`config.mk`:
```
export PLATFORM = sky130hd
export DESIGN_NAME = wall_follower_ctrl
export DESIGN_NICKNAME = d
export VERILOG_FILES = /design/src/rtl/maze_pkg.sv /design/src/rtl/wf_pos_tracker.sv /design/src/rtl/wall_follower_ctrl.sv
export SDC_FILE = /design/constraint.sdc
export NUM_CORES = 1
export LEC_CHECK = 0
export BUFFER_PORTS_ARGS = -buffer_cell sky130_fd_sc_hd__buf_2
export CORE_MARGIN = 10
export CORE_UTILIZATION = 36
export CTS_BUF_LIST = sky130_fd_sc_hd__clkbuf_4 sky130_fd_sc_hd__clkbuf_8
export DETAILED_ROUTE_END_ITERATION = 12
export PLACE_DENSITY = 0.65
export SLEW_MARGIN = 5
export SYNTH_ARGS = -nofsm -noshare
export SYNTH_HDL_FRONTEND = slang
export SYNTH_SLANG_ARGS = --single-unit
```
`constraint.sdc`:
```
create_clock -name clockc1 -period 2.58 [get_ports clockc1]
set_clock_uncertainty 0.1 [all_clocks]
set_input_delay 0.774 -clock clockc1 [delete_from_list [all_inputs] [get_ports clockc1]]
set_output_delay 0.774 -clock clockc1 [all_outputs]
set_load 0.05 [all_outputs]
```
`src/rtl/maze_pkg.sv`:
```
// Shared codes, FSM state encoding and heading helpers for the wall-follower controller.
package maze_pkg;

    localparam int unsigned CODE_W = 3;

    localparam logic [2:0] ACAO_NONE = 3'b000;
    localparam logic [2:0] ACAO_N    = 3'b001;
    localparam logic [2:0] ACAO_W    = 3'b010;
    localparam logic [2:0] ACAO_S    = 3'b011;
    localparam logic [2:0] ACAO_E    = 3'b100;

    localparam logic [2:0] ORI_N = 3'b001;
    localparam logic [2:0] ORI_W = 3'b010;
    localparam logic [2:0] ORI_E = 3'b011;
    localparam logic [2:0] ORI_S = 3'b100;

    typedef logic [2:0] wf_state_t;

    localparam wf_state_t ST_IDLE    = 3'd0;
    localparam wf_state_t ST_SETTLE  = 3'd1;
    localparam wf_state_t ST_DECIDE  = 3'd2;
    localparam wf_state_t ST_MOVE    = 3'd3;
    localparam wf_state_t ST_DONE    = 3'd4;
    localparam wf_state_t ST_TRAPPED = 3'd5;
    localparam wf_state_t ST_TIMEOUT = 3'd6;

    // N -> W -> S -> E -> N; an illegal code recovers to north
    function automatic logic [2:0] rotate_left(input logic [2:0] h);
        case (h)
            ORI_N:   return ORI_W;
            ORI_W:   return ORI_S;
            ORI_S:   return ORI_E;
            ORI_E:   return ORI_N;
            default: return ORI_N;
        endcase
    endfunction

    function automatic logic [2:0] rotate_right(input logic [2:0] h);
        case (h)
            ORI_N:   return ORI_E;
            ORI_E:   return ORI_S;
            ORI_S:   return ORI_W;
            ORI_W:   return ORI_N;
            default: return ORI_N;
        endcase
    endfunction

    // Heading and move codes differ for east/south, so map explicitly
    function automatic logic [2:0] heading_to_acao(input logic [2:0] h);
        case (h)
            ORI_N:   return ACAO_N;
            ORI_W:   return ACAO_W;
            ORI_S:   return ACAO_S;
            ORI_E:   return ACAO_E;
            default: return ACAO_NONE;
        endcase
    endfunction

endpackage

```
`src/rtl/wf_pos_tracker.sv`:
```
// Tracks the robot grid position and flags arrival at the exit cell.
module wf_pos_tracker
    import maze_pkg::*;
#(
    parameter int unsigned START_ROW = 11,
    parameter int unsigned START_COL = 1,
    parameter int unsigned GOAL_ROW  = 0,
    parameter int unsigned GOAL_COL  = 20
) (
    input  logic       clockc1,
    input  logic       reset,
    input  logic       move_en,
    input  logic [2:0] heading,
    output logic [7:0] pos_row,
    output logic [7:0] pos_col,
    output logic       at_goal_c
);

    logic [7:0] row_nxt_c;
    logic [7:0] col_nxt_c;

    always_comb begin
        row_nxt_c = pos_row;
        col_nxt_c = pos_col;
        case (heading)
            ORI_N:   row_nxt_c = pos_row - 8'd1;
            ORI_S:   row_nxt_c = pos_row + 8'd1;
            ORI_W:   col_nxt_c = pos_col - 8'd1;
            ORI_E:   col_nxt_c = pos_col + 8'd1;
            default: ;
        endcase
    end

    always_ff @(posedge clockc1 or posedge reset) begin
        if (reset) begin
            pos_row <= 8'(START_ROW);
            pos_col <= 8'(START_COL);
        end else if (move_en) begin
            pos_row <= row_nxt_c;
            pos_col <= col_nxt_c;
        end
    end

    assign at_goal_c = (pos_row == 8'(GOAL_ROW)) && (pos_col == 8'(GOAL_COL));

endmodule

```
`src/rtl/wall_follower_ctrl.sv`:
```
// Left-hand wall-follower: settles sensors, decides turn/move, counts actions,
// and stops on goal, trap (four right turns in a row) or action budget.
module wall_follower_ctrl
    import maze_pkg::*;
#(
    parameter int unsigned START_ROW   = 11,
    parameter int unsigned START_COL   = 1,
    parameter int unsigned GOAL_ROW    = 0,
    parameter int unsigned GOAL_COL    = 20,
    parameter int unsigned MAX_ACTIONS = 1000
) (
    input  logic        clockc1,
    input  logic        reset,
    input  logic        start,
    input  logic        head,
    input  logic        left,
    output logic [2:0]  acao,
    output logic [2:0]  orientacao,
    output logic        busy,
    output logic        done,
    output logic        trapped,
    output logic        timeout,
    output logic [7:0]  pos_row,
    output logic [7:0]  pos_col,
    output logic [15:0] action_count
);

    localparam int unsigned RUN_W = 3;

    wf_state_t        state, state_nxt;
    logic [2:0]       acao_nxt, ori_nxt;
    logic [15:0]      count_nxt, count_inc_c;
    logic             turned_left, tl_nxt;
    logic [RUN_W-1:0] right_run, rr_nxt;
    logic             busy_nxt, done_nxt, trapped_nxt, timeout_nxt;
    logic             move_en_c;
    logic             at_goal_c;

    wf_pos_tracker #(
        .START_ROW (START_ROW),
        .START_COL (START_COL),
        .GOAL_ROW  (GOAL_ROW),
        .GOAL_COL  (GOAL_COL)
    ) u_pos (
        .clockc1   (clockc1),
        .reset     (reset),
        .move_en   (move_en_c),
        .heading   (orientacao),
        .pos_row   (pos_row),
        .pos_col   (pos_col),
        .at_goal_c (at_goal_c)
    );

    assign count_inc_c = (action_count == 16'hFFFF) ? action_count : action_count + 16'd1;

    // Next-state and next-output logic; head/left are only looked at in DECIDE
    always_comb begin
        state_nxt = state;
        acao_nxt  = ACAO_NONE;
        ori_nxt   = orientacao;
        count_nxt = action_count;
        tl_nxt    = turned_left;
        rr_nxt    = right_run;
        move_en_c = 1'b0;
        case (state)
            ST_IDLE: begin
                if (start) state_nxt = ST_SETTLE;
            end
            ST_SETTLE: state_nxt = ST_DECIDE;
            ST_DECIDE: begin
                if (at_goal_c) begin
                    state_nxt = ST_DONE;
                end else if (action_count == 16'(MAX_ACTIONS)) begin
                    state_nxt = ST_TIMEOUT;
                end else if (!left && !turned_left) begin
                    ori_nxt   = rotate_left(orientacao);
                    tl_nxt    = 1'b1;
                    rr_nxt    = '0;
                    count_nxt = count_inc_c;
                    state_nxt = ST_SETTLE;
                end else if (!head) begin
                    acao_nxt  = heading_to_acao(orientacao);
                    move_en_c = 1'b1;
                    tl_nxt    = 1'b0;
                    rr_nxt    = '0;
                    count_nxt = count_inc_c;
                    state_nxt = ST_MOVE;
                end else begin
                    ori_nxt   = rotate_right(orientacao);
                    tl_nxt    = 1'b0;
                    rr_nxt    = right_run + RUN_W'(1);
                    count_nxt = count_inc_c;
                    state_nxt = (right_run == RUN_W'(3)) ? ST_TRAPPED : ST_SETTLE;
                end
            end
            ST_MOVE:    state_nxt = ST_SETTLE;
            ST_DONE:    state_nxt = ST_DONE;
            ST_TRAPPED: state_nxt = ST_TRAPPED;
            ST_TIMEOUT: state_nxt = ST_TIMEOUT;
            default:    state_nxt = ST_IDLE;
        endcase
        busy_nxt    = (state_nxt == ST_SETTLE) || (state_nxt == ST_DECIDE) || (state_nxt == ST_MOVE);
        done_nxt    = (state_nxt == ST_DONE);
        trapped_nxt = (state_nxt == ST_TRAPPED);
        timeout_nxt = (state_nxt == ST_TIMEOUT);
    end

    always_ff @(posedge clockc1 or posedge reset) begin
        if (reset) begin
            state        <= ST_IDLE;
            acao         <= ACAO_NONE;
            orientacao   <= ORI_N;
            action_count <= '0;
            turned_left  <= 1'b0;
            right_run    <= '0;
            busy         <= 1'b0;
            done         <= 1'b0;
            trapped      <= 1'b0;
            timeout      <= 1'b0;
        end else begin
            state        <= state_nxt;
            acao         <= acao_nxt;
            orientacao   <= ori_nxt;
            action_count <= count_nxt;
            turned_left  <= tl_nxt;
            right_run    <= rr_nxt;
            busy         <= busy_nxt;
            done         <= done_nxt;
            trapped      <= trapped_nxt;
            timeout      <= timeout_nxt;
        end
    end

endmodule

```
==> results.toml <==
[run_status]
status = "completed"

[critical_path]
cp_slowest_cell = "and3_1"
crit_family = "simple AND/OR/NAND/NOR gates"
path_max_fanout = 8
worstSetupStartpointType = "register"
crit_path_cell_trace = "inv_1 > ha_1 > nor4bb_1 > and4_1 > nor3b_4 > and3_1 > mux2_4"
path_buf_inv = 1
worstPathRequired_ps = 2680
path_class = "register to register"
cpPeakStageDelay_ps = 540
worst_setup_path_end_kind = "register"
worstPathArrival_ps = 2540

[grt]
antenna_found_initial = 0
grt_usage_pct = 11.4
grt_pass1_wl_mm = 11.0
grt_pass1_vias = 2268
overflow = 0
grt_max_degree = 28

[drt]
wirelength_mm = 6.61
drt_pass1_iterations = 5
drtIter0Drc = 106
vias = 2295
wl_per_cell_um = 15.2
drc = 0
ant_nets = 0
vias_per_cell = 5.28

[clock_network]
clk_pin_slew_worst_paths_ps = 90
numCtsBuffers = 5
root_buffer = "clkbuf_8"
cts_tree = "done"
clkLatencyLatePin_ps = 310
holdBufCountCts = 0
htree_levels = 2
cts_buffer_depth = 2
cts.sinks = 49

[synth]
ys_seq_elements = 49
yosysSeqAreaShare_pct = 43.1
async_reset_ff_share_pct = 100
synth_cell_types = 50
synth_nets = 291
synth_ff_type = "dfrtp_1"
syn_area_um2 = 2860
avgSynthCellArea_um2 = 10.7
synth_enable_flop_cells = 0
synth_cells = 268
ys.warnings.count = 0

[die]
initial_core_util_pct = 37.0
die_w_um = 109
core_area_um2 = 7730
num_io_pins = 47
die_y_um = 109
die-area_um2 = 11900
rows = 32

[placed_design]
portBuffers = 46
dpl_cell_area_um2 = 3320
gp_congestion = 0.810
hpwl_mm = 5.00

[sta]
worst_pin_slew_ps = 618
holdWs_ps = 395
finalCritPeriodShare_pct = 94.2
tns_ps = 0
min_period_ps = 2430
max_slew_margin_pct = 58.8
setup_viol = 0
slew_violations = 0
rsz0062_at_grt = "false"
hold_viol_final = 0
timing.fmax_mhz = 411

[finish]
final_common_cell = "buf_2"
fin_area_um2 = 3490
fill_cells = 725
layout.area.seq_um2 = 1230
layout-drive-gt1-share_pct = 31.5
nNetsFinal = 355
area_growth_pct = 22.0
multi_input_area_um2 = 1580
layout_common_cells = "46 x buf_2, 42 x dfrtp_1, 21 x xnor2_1, 21 x nand3_1, 16 x buf_4"
n_antenna_cell = 0

[run]
max_cap_viol_count = 0

[power]
leakagePower_nw = 1.64
p_per_area_nw_per_um2 = 1380
ir_worst_vdd_uv = 502

[min_path]
holdCritPathClass = "register to register"
==> metal layers <==
metal | wire length (µm) | vias up | global-route usage, % | share of wire, %
li1 | - | 1117 | - | -
met5 | 0 | - | 0 | 0
met1 | 2930 | 1115 | 14.0 | 44
met3 | 476 | 8 | 3.54 | 7.2
met2 | 3130 | 55 | 18.4 | 47
met4 | 79 | 0 | 4.14 | 1.2
==> flip-flops by register name, indices dropped and copies added, names as in the netlist <==
| signal | flops |
|---|---|
| done | 1 |
| u_pos.pos_row | 8 |
| timeout | 1 |
| busy | 1 |
| trapped | 1 |
| action_count | 16 |
| right_run | 3 |
| state | 3 |
| u_pos.pos_col | 8 |
| orientacao | 3 |
| acao | 3 |
| turned_left | 1 |
==> final timing paths <==
kind,slack (ps),to,cells after the start,startpoint
setup / recovery,150,u_pos.pos_row[5]$_DFFE_PP0P_,7,action_count[1]$_DFFE_PP0P_
max in group asynchronous,1340,u_pos.pos_row[3]$_DFFE_PP1P_,3,reset
setup reg to reg,150,u_pos.pos_row[5]$_DFFE_PP0P_,7,action_count[1]$_DFFE_PP0P_
hold / removal,400,u_pos.pos_col[7]$_DFFE_PP0P_,1,u_pos.pos_col[7]$_DFFE_PP0P_
hold reg to reg,400,u_pos.pos_col[7]$_DFFE_PP0P_,1,u_pos.pos_col[7]$_DFFE_PP0P_
min in group asynchronous,430,trapped$_DFF_PP0_,2,reset
==> cells in the mapped netlist (2+ instances only) <==
cell type	count	area (µm²)
mux2_4	6	90.1
or4b_2	2	20.0
a21o_1	4	30.0
nand4b_1	2	17.5
a21oi_1	12	60.1
xor2_1	7	61.3
nor4b_1	2	17.5
nor2_1	9	33.8
nor2b_1	2	12.5
and3_1	6	37.5
nand3b_1	2	15.0
o211ai_1	4	30.0
nand4_1	11	68.8
inv_1	14	52.6
a31oi_1	2	12.5
nand2b_1	2	12.5
mux2_2	8	90.1
nor3b_1	5	37.5
o21bai_1	3	22.5
nor4_1	6	37.5
o21ai_0	5	25.0
ha_1	16	200
nand2_1	13	48.8
fa_1	2	40.0
dfstp_2	5	131
and4_1	2	17.5
buf_2	2	10.0
dfrtp_1	44	1100
clkbuf_1	2	7.51
or2_2	2	12.5
mux2i_1	2	20.0
o41ai_1	2	17.5
nor3_1	5	25.0
xnor2_1	21	184
nand3_1	21	105
==> cell families (layout without fill, tap and decap cells) <==
family	count (synthesis)	in the layout	share of synthesized area, %
xor+xnor	28	28	8.58
flops	49	49	43.1
mux	16	16	7.01
fa+ha+maj	18	18	8.41
compound gates	40	40	9.50
buf+inv	20	85	3.11
simple gates	97	97	20.3
==> report_power, final <==
part | internal, W | total, W | switching [W]
clock network | 0.000327 | 0.000594 | 0.000267
registers | 0.00103 | 0.00131 | 0.000281
logic | 0.00112 | 0.00289 | 0.00176
total | 0.00249 | 0.00480 | 0.00231
==> worst reg2reg max path, cell delays in order (launching register included) <==
cell and delay (ps):
dfrtp_1 410, inv_1 80, ha_1 180, nor4bb_1 140
and4_1 220, nor3b_4 300, and3_1 540, mux2_4 340
==> timing repair <==
| action | 4_1_cts | 5_1_grt |
|---|---|---|
| setup buffers | 0 | 5 |
| setup endpoints to repair | 0 | 7 |
| gates resized for setup | 0 | 2 |
| hold endpoints to repair | 0 | 0 |
==> layout make-up <==
class	instances	share of cell area [%]
Clock buffer	7	2.58
Clock inverter	1	0.861
Inverter	14	1.51
Multi-Input combinational cell	199	45.3
Sequential cell	49	35.4
Tap cell	102	3.66
Timing Repair Buffer	63	10.6
==> per-stage QoR <==
step                      utilization [%]  instances  power (W)  setup slack, ps
after floorplan                         -        268    0.00354            -67.2
after global placement               42.9        422    0.00415             91.6
after detailed placement             42.9        422    0.00421             46.7
after CTS                            44.5        430    0.00481             37.0
after global routing                 45.1        435    0.00515             21.5
final                                45.1        435    0.00480              149
Power figures use the tool's default switching activity.
